**src/rtl/led_blinker_multi.sv**
```systemverilog
// led_blinker_multi: N_CH LED channels driven from four shared rate timers.
// Each channel is off, solid on, blinking at one of four rates, or running a
// counted burst of on-pulses at a rate latched when the burst starts.
// Optional feature: define LED_BLINKER_MULTI_DBG_EN to add the o_dbg_tick port
// (registered copy of the four rate ticks).
module led_blinker_multi #(
    parameter int unsigned N_CH = 4,
    parameter int unsigned C0   = 125000,
    parameter int unsigned C1   = 250000,
    parameter int unsigned C2   = 1250000,
    parameter int unsigned C3   = 12500000,
    parameter int unsigned BL_W = 4
) (
    input  logic                i_clock,
    input  logic                i_rst_n,
    input  logic                i_enable,
    input  logic [2*N_CH-1:0]   i_sel,
    input  logic [2*N_CH-1:0]   i_mode,
    input  logic [BL_W-1:0]     i_burst_len,
    input  logic [N_CH-1:0]     i_burst_start,
    output logic [N_CH-1:0]     o_led_drive,
    output logic [N_CH-1:0]     o_burst_busy
`ifdef LED_BLINKER_MULTI_DBG_EN
    ,
    output logic [3:0]          o_dbg_tick
`endif
);

    // Counter width covers the slowest (largest) half-period; C0..C2 <= C3.
    localparam int unsigned CW = (C3 > 1) ? $clog2(C3) : 1;

    // Terminal count per rate: counter k wraps after reaching Ck-1.
    localparam logic [3:0][CW-1:0] LIM = {CW'(C3 - 1), CW'(C2 - 1),
                                          CW'(C1 - 1), CW'(C0 - 1)};

    typedef enum logic [1:0] {
        MODE_OFF   = 2'b00,
        MODE_ON    = 2'b01,
        MODE_BLINK = 2'b10,
        MODE_BURST = 2'b11
    } mode_e;

    typedef enum logic [1:0] {
        B_IDLE = 2'b00,
        B_WAIT = 2'b01,
        B_ON   = 2'b10,
        B_OFF  = 2'b11
    } burst_state_e;

    // Shared rate timers
    logic [3:0][CW-1:0] cnt_q, cnt_d;
    logic [3:0]         phase_q, phase_d;
    logic [3:0]         tick;

    // Per-channel burst state and latched burst parameters
    burst_state_e            state_q [N_CH];
    burst_state_e            state_d [N_CH];
    logic [N_CH-1:0][1:0]    bsel_q, bsel_d;
    logic [N_CH-1:0][BL_W-1:0] rem_q, rem_d;

    // Registered outputs
    logic [N_CH-1:0] led_q, led_d;
    logic [N_CH-1:0] busy_q, busy_d;

    // Rate timers: count while enabled, tick on terminal count, phase toggles
    // the cycle after each tick; disabling clears everything.
    always_comb begin
        cnt_d   = cnt_q;
        phase_d = phase_q;
        tick    = '0;
        for (int unsigned k = 0; k < 4; k++) begin
            tick[k] = i_enable && (cnt_q[k] == LIM[k]);
            if (!i_enable || tick[k]) begin
                cnt_d[k] = '0;
            end else begin
                cnt_d[k] = cnt_q[k] + CW'(1);
            end
            if (!i_enable) begin
                phase_d[k] = 1'b0;
            end else if (tick[k]) begin
                phase_d[k] = ~phase_q[k];
            end
        end
    end

    // Rate timer registers
    always_ff @(posedge i_clock or negedge i_rst_n) begin
        if (!i_rst_n) begin
            cnt_q   <= '0;
            phase_q <= '0;
        end else begin
            cnt_q   <= cnt_d;
            phase_q <= phase_d;
        end
    end

    // Per-channel burst FSM next state and LED/busy output selection.
    // Outputs are derived from the next state so the registered LED is high
    // exactly while the registered state is ON.
    always_comb begin
        state_d = state_q;
        bsel_d  = bsel_q;
        rem_d   = rem_q;
        led_d   = '0;
        busy_d  = '0;
        for (int unsigned n = 0; n < N_CH; n++) begin
            if (!i_enable || (mode_e'(i_mode[2*n +: 2]) != MODE_BURST)) begin
                state_d[n] = B_IDLE;
            end else begin
                unique case (state_q[n])
                    B_IDLE: begin
                        if (i_burst_start[n] && (i_burst_len != '0)) begin
                            state_d[n] = B_WAIT;
                            bsel_d[n]  = i_sel[2*n +: 2];
                            rem_d[n]   = i_burst_len;
                        end
                    end
                    B_WAIT: begin
                        if (tick[bsel_q[n]]) begin
                            state_d[n] = B_ON;
                        end
                    end
                    B_ON: begin
                        if (tick[bsel_q[n]]) begin
                            state_d[n] = B_OFF;
                            rem_d[n]   = rem_q[n] - BL_W'(1);
                        end
                    end
                    B_OFF: begin
                        if (tick[bsel_q[n]]) begin
                            state_d[n] = (rem_q[n] == '0) ? B_IDLE : B_ON;
                        end
                    end
                    default: state_d[n] = B_IDLE;
                endcase
            end

            if (i_enable) begin
                unique case (mode_e'(i_mode[2*n +: 2]))
                    MODE_OFF:   led_d[n] = 1'b0;
                    MODE_ON:    led_d[n] = 1'b1;
                    MODE_BLINK: led_d[n] = phase_q[i_sel[2*n +: 2]];
                    MODE_BURST: led_d[n] = (state_d[n] == B_ON);
                    default:    led_d[n] = 1'b0;
                endcase
            end
            busy_d[n] = (state_d[n] != B_IDLE);
        end
    end

    // Burst FSM state and latched burst parameter registers
    always_ff @(posedge i_clock or negedge i_rst_n) begin
        if (!i_rst_n) begin
            for (int unsigned n = 0; n < N_CH; n++) begin
                state_q[n] <= B_IDLE;
            end
            bsel_q <= '0;
            rem_q  <= '0;
        end else begin
            for (int unsigned n = 0; n < N_CH; n++) begin
                state_q[n] <= state_d[n];
            end
            bsel_q <= bsel_d;
            rem_q  <= rem_d;
        end
    end

    // Output registers
    always_ff @(posedge i_clock or negedge i_rst_n) begin
        if (!i_rst_n) begin
            led_q  <= '0;
            busy_q <= '0;
        end else begin
            led_q  <= led_d;
            busy_q <= busy_d;
        end
    end

    assign o_led_drive  = led_q;
    assign o_burst_busy = busy_q;

`ifdef LED_BLINKER_MULTI_DBG_EN
    logic [3:0] dbg_tick_q, dbg_tick_d;

    // Debug tick capture: one-cycle registered copy of each rate tick
    always_comb begin
        dbg_tick_d = tick;
    end

    // Debug tick register
    always_ff @(posedge i_clock or negedge i_rst_n) begin
        if (!i_rst_n) begin
            dbg_tick_q <= '0;
        end else begin
            dbg_tick_q <= dbg_tick_d;
        end
    end

    assign o_dbg_tick = dbg_tick_q;
`endif

endmodule
```
**config.mk**
```make
export PLATFORM = sky130hd
export DESIGN_NAME = led_blinker_multi
export DESIGN_NICKNAME = d
export VERILOG_FILES = /design/src/rtl/led_blinker_multi.sv
export SDC_FILE = /design/constraint.sdc
export NUM_CORES = 1
export LEC_CHECK = 0
export BUFFER_PORTS_ARGS = -buffer_cell sky130_fd_sc_hd__buf_2
export CAP_MARGIN = 25
export CORE_MARGIN = 1.5
export CORE_UTILIZATION = 56
export CTS_CLUSTER_SIZE = 8
export DETAILED_ROUTE_END_ITERATION = 8
export PLACE_DENSITY = 0.83
export SYNTH_ARGS = -nofsm -noshare
export SYNTH_HDL_FRONTEND = slang
export SYNTH_SLANG_ARGS = --single-unit
export TNS_END_PERCENT = 50
```
**constraint.sdc**
```tcl
create_clock -name i_clock -period 2.3 [get_ports i_clock]
set_clock_uncertainty 0.2 [all_clocks]
set_input_delay 0.23 -clock i_clock [delete_from_list [all_inputs] [get_ports i_clock]]
set_output_delay 0.23 -clock i_clock [all_outputs]
set_load 0.01 [all_outputs]
```
Word-level counts from Yosys, hierarchy flattened
Index checks and enable logic that the tools add are counted.

operators by class
  magnitude comparators = 8
  bitwise logic cells = 8
  reductions and logical operators = 46
  mux-type cells = 76
  equal/unequal tests = 48
  add/sub/neg operators = 8

operators with widths
  cell                                                    count
  adder 24 x 1 -> 24 bit (second input constant)          4
  2-to-1 mux 24 bit                                       4
  2-to-1 mux 2 bit                                        24
  equality test 2 bit (second input constant)             20
  2-to-1 mux 4 bit                                        8
  one-hot mux 2 bit (4 select lines)                      4
  one-hot mux 4 bit (2 select lines)                      4
  equality test 24 x 17 -> 1 bit (second input constant)  1
  equality test 24 x 18 -> 1 bit (second input constant)  1
  equality test 24 x 21 -> 1 bit (second input constant)  1
  equality test 24 bit (second input constant)            1
  < comparator 2 x 3 -> 1 bit (second input constant)     8
  != test 2 bit (second input constant)                   12
  2-to-1 mux 1 bit                                        20
  binary-select mux 1 bit (select 2 bit)                  8
  equality test 2 x 1 -> 1 bit (second input constant)    8
  logical NOT 2 bit                                       8
  logical NOT 4 bit                                       4
  one-hot mux 1 bit (4 select lines)                      4
  AND reduction 4 bit                                     4
  nonzero test 2 bit                                      8
  subtractor 4 x 1 -> 4 bit (second input constant)       4
  AND reduction 3 bit                                     4
  logical AND 1 bit                                       8
  other kinds (5)                                         22

storage, ports and cells
  register bits after elaboration = 140
  output and inout port bits = 8
  word-level logic and storage cells = 216
  bits of input ports = 27

Logic depth before layout (Yosys ltp)
Gate-level depths: netlist of the first run.

  depth in word-level cells = 10
  mapped depth = 8
  depth with buffers taken out = 7

Worst setup path before layout of the first run
Ideal clock, no wire load.

  kind = flip-flop to flip-flop
  from = register cnt_q[4] in the netlist's numbering
  to = register rem_q[6] in the netlist's numbering
  arrival time = 2.113 ns
  period minus slack after synthesis = 2.434 ns
  cell stages (with the launch flop) = 7
  required time = 1.979 ns
  slack = -0.134 ns
  path buffers = 0
  library setup time = 0.121 ns
  cell sequence = dfrtp_1 or4b_4 or4_4 o32ai_4 a32o_2 nor2_1 o22a_1

between the ends
  cells in the longest elaborated chain, start to end = 6

ends and longest elaborated chain
  element                                 line  source
  start: declaration                      51    logic [3:0][CW-1:0] cnt_q, cnt_d;
  start signal: assignment                92    cnt_q <= cnt_d;
  equality test 24 x 17 -> 1 bit          72    tick[k] = i_enable && (cnt_q[k] == LIM[k]);
  logical AND 1 bit                       72
  binary-select mux 1 bit (select 2 bit)  124   if (tick[bsel_q[n]]) begin
  2-to-1 mux 1 bit (not written as such)  124
  != test 2 bit (no source line)          n/a
  AND reduction 4 bit (no source line)    n/a
  end signal: assignment                  164   rem_q <= rem_d;
  end: declaration                        59    logic [N_CH-1:0][BL_W-1:0] rem_q, rem_d;

No other way between the ends. The select of a mux whose other input is x is not followed.
A chain may end at the register's enable or synchronous reset.

==> results_dict.tcl, run 1 <==
set metrics [dict create \
    r2r_start "cnt_q[14]$_DFF_PN0_" \
    syn_area_per_cell_um2 9.407 \
    drive_gt1_share_pct 27.70 \
    routed_via_density 6.751 \
    regArea_um2 3503 \
    drt-total-wl_um 26190 \
    critPathMaxFanout 5 \
    die_w_um 119.1 \
    whs_endpoint "o_burst_busy[0]$_DFF_PN0_" \
    syn_area_um2 7553 \
    ant_nets 0 \
    hold_violations 0 \
    rsz0062_at_grt "yes" \
    grt_usage_pct 32.23 \
    worstPathRequired_ns 2.40 \
    hpwl_um 13410 \
    ir_drop_mv 0.6206 \
    min_period_ns 2.827 \
    cts_tree "yes" \
    dieArea_um2 14190 \
    rows 42 \
    power_frac_comb_pct 9.6 \
    status "finished, violations left" \
    ys_types 64 \
    clockRootBuffer "clkbuf_16" \
    synth-seq-cells 140 \
    ys_warn_count 0 \
    synth_fa_ha_area_share_pct 1.325 \
    startpoint "cnt_q[14]$_DFF_PN0_" \
    pin_count 35 \
    n_fill_cell 708 \
    clock_latency_ns 0.43 \
    start_util_pct 57.27 \
    fin_tns_setup_ns -17.59 \
    cap_violations 0 \
    synth_top_family_by_area "simple AND/OR/NAND/NOR gates" \
    p_sw_share_pct 26.26 \
    reg2reg_slack_ns -0.53 \
    synth_compound_area_share_pct 9.226 \
    synthMuxAreaShare_pct 2.799 \
    setup.worst_path.class "reg2reg" \
    hp-class "in2reg" \
    gr-total-overflow 0 \
    gp_congestion 0.8727 \
    portBuffers 34 \
    final_util_pct 76.77 \
    fp.dieH_um 119.1 \
    grt_pass1_wl_um 35960 \
    synthXorXnorAreaFrac_pct 10.09 \
    clockBufferDepth 2 \
    drt_first_pass_iters 9 \
    finalNonFillerCells 1176 \
    cp-start-kind "flop" \
    synthCells 803 \
    layout_common_cells "dfrtp_1 (140), nor2_1 (139), buf_4 (123), nand2_1 (51), nand3_1 (49)" \
    diodes 0 \
    async_flop_share_pct 100.0 \
    cell_internal_pwr_mw 4.528 \
    violations "negative setup slack" \
    powerDensity_nw_per_um2 606.4 \
    final_nets 1023 \
    power.leakage_nw 4.599 \
    setup_violations 57 \
    worstMarginPinSlew_ns 0.6388 \
    synthSimpleGateAreaFrac_pct 27.73 \
    slew_violations 0 \
    drt_iter0_markers 1285 \
    yosysSeqAreaShare_pct 46.38 \
    fin_ws_ns -0.5268 \
    reg2reg_depth 8 \
    cts_buffers 17 \
    slew_headroom_pct 57.09 \
    synth-edff-count 0 \
    layout_commonest_cell "dfrtp_1" \
    layout_worst_path_cycle_share_pct 122.9 \
    p_seq_share_pct 44.4 \
    min_path_cells 3 \
    arrival_ns 2.92 \
    hp-start "i_burst_start[0]" \
    vias 7939 \
    clock_power_share_pct 46.0 \
    multi_input_area_um2 4253 \
    hold_slack_ns 0.01878 \
    clkSlewWorstSetupHoldPaths_ns 0.06 \
    core_um2 13190 \
    wl_per_cell_um 22.27 \
    syn-num-nets 838 \
    max_freq_ghz 0.3538 \
    cts_sinks 140 \
    reg2reg_to "state_q[2]$_DFF_PN0_" \
    area_growth_pct 34.06 \
    yosys_most_used_dff "dfrtp_1" \
    grt_pass1_vias 7307 \
    end_kind "flop" \
    placed_cells 1101 \
    grt_max_degree 60 \
    antenna_found_initial 1 \
    cts_max_level 4 \
    drcViolationCount 0 \
    p_switching_mw 1.612 \
]
## cells by family after synthesis
family / after synthesis
and+or+nand+nor: 410
buffers and inverters: 48
xor gates and xnor gates: 87
adders and majority gates: 8
DFF: 140
muxes: 15
AOI/OAI and AO/OA: 95
## sequential cells by signal, summed over array words and instances (netlist names)
| signal | flops |
|---|---|
| bsel_q | 8 |
| cnt_q | 96 |
| o_burst_busy | 4 |
| o_led_drive | 4 |
| phase_q | 4 |
| rem_q | 16 |
| state_q | 8 |
## worst max-delay path by stage
| stage | to | slack [ns] | cells after the start |
|---|---|---|---|
| 6_report | state_q[2]$_DFF_PN0_ | -0.53 | 8 |
| 5_1_grt | state_q[2]$_DFF_PN0_ | -0.58 | 8 |
| 4_1_cts | state_q[5]$_DFF_PN0_ | -0.18 | 6 |
| 3_5_place_dp | rem_q[12]$_DFFE_PN0P_ | -0.23 | 6 |
| 3_3_place_gp | o_led_drive[0]$_DFF_PN0_ | -0.14 | 6 |
| 2_1_floorplan | rem_q[6]$_DFFE_PN0P_ | -0.07 | 6 |
## per-layer routing
layer  global-route usage [%]  wire length [um]
met1                    39.84              9194
met2                    53.22             12160
met3                    8.190              2865
met4                    14.91              1951
met5                        0                15
## per-stage QoR
step | cell area (um2) | worst slack [ns] | total power, mW
2_1_floorplan | 7624 | -0.07114 | 2.939
3_3_place_gp | 8805 | -0.1395 | 3.140
3_5_place_dp | 8805 | -0.2273 | 3.165
4_1_cts | 9851 | -0.1785 | 5.969
5_1_grt | 10130 | -0.5824 | 6.281
6_report | 10130 | -0.5268 | 6.140
## synth_stat cells, types with 4 or more instances
cell type,count,share of area [%]
xnor2_1,40,4.6
nor3b_1,6,0.60
o22a_1,4,0.46
dfrtp_1,140,46
a211oi_1,5,0.50
buf_2,4,0.27
mux2_2,5,0.75
nand4_1,26,2.2
nand2_1,52,2.6
and2_1,7,0.58
nor2_1,141,7.0
nand2b_1,9,0.75
clkbuf_1,16,0.80
nor3_1,24,1.6
inv_1,27,1.3
a21oi_1,16,1.1
nor4_1,19,1.6
and4_1,13,1.5
a31oi_1,5,0.41
and3_1,30,2.5
o22ai_1,7,0.58
nor4b_1,6,0.70
o21ai_0,17,1.1
xor2_1,47,5.4
ha_1,8,1.3
mux2i_1,5,0.66
mux4_2,4,1.2
nand3_1,51,3.4
a32o_1,5,0.66
or3_1,10,0.83
## layout make-up
cell class / count / area share [%]
multi-input cells: 615 / 42.00
well taps: 176 / 2.175
inverters: 27 / 1.001
clock inverters: 12 / 1.446
clock buffers: 19 / 4.374
flip-flops and latches: 140 / 34.60
repair buffers: 187 / 14.41
## power groups by stage
stage,sequential [mW],combinational (mW),clock (mW)
after detailed placement,2.72,0.443,0
after CTS,2.68,0.497,2.79
after global routing,2.73,0.623,2.93
after global placement,2.72,0.424,0
after floorplan,2.70,0.243,0
final,2.73,0.590,2.82
## worst max-delay path, cell delays in order (launching register included)
cell,delay [ns]
dfrtp_1,0.39
nand4_1,0.53
nor3_2,0.38
buf_4,0.17
a32o_2,0.18
a222oi_1,0.10
buf_4,0.20
o21a_1,0.21
a211oi_2,0.33
## repair_timing
item                                    CTS  global route
resized for setup                        35            35
pin swaps                                28            23
endpoints found under the setup margin   56            57
buffers inserted                         14            14
endpoints found under the hold margin    72             0
hold buffers                             18             0
Power figures use the tool's default switching activity.
==> inputs of run 2 (changes only) <==
SETUP_SLACK_MARGIN = 0.1   (was default)
==> run 2 against run 1 <==
Effect of this change:
- the flow still finishes with violations (negative setup slack)
- die area stayed put
- maximum frequency increased by 0.56%
- sequential share of layout area shrank 0.55 points
- critical path type unchanged
- highest routed layer is now met4
- wire length grew 1.6%
- combinational power fell by 2%
- sequential power about the same
- core utilization rose by 1.2 points
- largest cell class unchanged
- via count is 0.20% lower
- setup slack improved by 0.016 ns
==> results_dict.tcl, run 2 (synthesis gave the netlist of run 1 again) <==
set metrics [dict create \
    drt_first_pass_iters 7 \
    layout_worst_path_cycle_share_pct 122.2 \
    routed_via_density 6.680 \
    rsz0062_at_grt "yes" \
    powerDensity_nw_per_um2 622.3 \
    p_seq_share_pct 42.3 \
    cts_max_level 4 \
    finalNonFillerCells 1186 \
    end_kind "flop" \
    grt_pass1_wl_um 36090 \
    pin_count 35 \
    min_period_ns 2.811 \
    hpwl_um 13730 \
    dieArea_um2 14190 \
    setup_violations 59 \
    drt-total-wl_um 26620 \
    final_util_pct 78.01 \
    clock_power_share_pct 48.6 \
    start_util_pct 57.27 \
    power_frac_comb_pct 9.1 \
    drcViolationCount 0 \
    clockBufferDepth 2 \
    portBuffers 34 \
    die_w_um 119.1 \
    clock_latency_ns 0.44 \
    postLayoutCellArea_um2 10290 \
    layout_common_cells "nor2_1 (140), dfrtp_1 (140), buf_4 (131), nand2_1 (51)" \
    fin_ws_ns -0.5110 \
    hold_slack_ns 0.03685 \
    cts_buffers 17 \
    dp_slack_ns -0.2128 \
    slew_violations 0 \
    top_regs "cnt_q (96), rem_q (16)" \
    gr-total-overflow 0 \
    violations "negative setup slack" \
    final_nets 1033 \
    p_switching_mw 1.618 \
    core_um2 13190 \
    p_sw_share_pct 25.27 \
    grt_pass1_vias 7559 \
    ir_drop_mv 0.7007 \
    vias 7923 \
    cell_internal_pwr_mw 4.785 \
    clkSlewWorstSetupHoldPaths_ns 0.07 \
    status "finished, violations left" \
    arrival_ns 2.95 \
    clockRootBuffer "clkbuf_16" \
    largest_reg_flops 96 \
    grt_max_degree 52 \
    power.leakage_nw 4.661 \
    place_area_um2 8917 \
    placed_cells 1113 \
    setup.worst_path.class "reg2reg" \
    wl_per_cell_um 22.44 \
    drive_gt1_share_pct 29.31 \
    hold_violations 0 \
    rows 42 \
    grt_usage_pct 32.37 \
    area_growth_pct 36.23 \
    cp-start-kind "flop" \
    fp.dieH_um 119.1 \
    hp-class "in2reg" \
    antenna_found_initial 0 \
    drt_iter0_markers 1098 \
    p_total_mw 6.403 \
    critPathMaxFanout 6 \
    cts_tree "yes" \
    max_freq_ghz 0.3558 \
    cap_violations 0 \
    ant_nets 0 \
    fin_tns_setup_ns -12.44 \
    slew_headroom_pct 52.90 \
    worstMarginPinSlew_ns 0.7011 \
    largest-register "cnt_q" \
    cts_sinks 140 \
    diodes 0 \
    gp_congestion 0.9172 \
    worstPathRequired_ns 2.44 \
]
==> run 2: power groups by stage <==
stage	logic, mW	registers, mW	clock network (mW)
final	0.581	2.71	3.11
after global routing	0.614	2.72	3.22
after CTS	0.498	2.68	3.05
after detailed placement	0.464	2.72	0
after global placement	0.443	2.71	0
after floorplan	0.244	2.70	0
==> run 2: what timing repair did <==
item | 4_1_cts | 5_1_grt
endpoints found under the setup margin | 35 | 88
buffers inserted | 4 | 20
resized for setup | 23 | 52
endpoints found under the hold margin | 101 | 0
hold buffers | 18 | 0
pin swaps | 12 | 37
==> run 2: cell type report <==
type                       count  area (um2)
sequential                   140        3503
clock inverter                11       190.2
fill                         682        2900
timing repair buffer         197        1541
multi-input combinational    615        4277
inverter                      27       101.3
clock buffer                  20       456.7
tap                          176       220.2
==> run 2: per-layer routing <==
layer	GRT usage, %	vias up	part of all wire (%)
li1	-	3279	-
met1	38.49	3781	34
met2	53.50	648	48
met3	9.866	215	10
met4	15.89	0	6.9
met5	0	-	0
==> run 2: final timing paths <==
check                                          from                         to  slack (ns)  cells past startpoint
worst min register to register  cnt_q[24]$_DFF_PN0_        cnt_q[24]$_DFF_PN0_        0.28                      1
min in group asynchronous                   i_rst_n        cnt_q[48]$_DFF_PN0_        0.12                      2
worst max register to register  cnt_q[30]$_DFF_PN0_   o_led_drive[1]$_DFF_PN0_       -0.51                      7
worst max-delay path            cnt_q[30]$_DFF_PN0_   o_led_drive[1]$_DFF_PN0_       -0.51                      7
max in group asynchronous                   i_rst_n  o_burst_busy[1]$_DFF_PN0_        1.06                      3
worst min-delay path               i_burst_start[0]  o_burst_busy[0]$_DFF_PN0_        0.04                      3
==> run 2: worst max-delay path: stages, from the launching register on <==
cell and delay, ns:
dfrtp_1 0.44, nor4b_1 0.53, nand3_1 0.33, buf_4 0.25, o32ai_4 0.32, mux2_4 0.26, nand4_1 0.12, a31oi_1 0.25
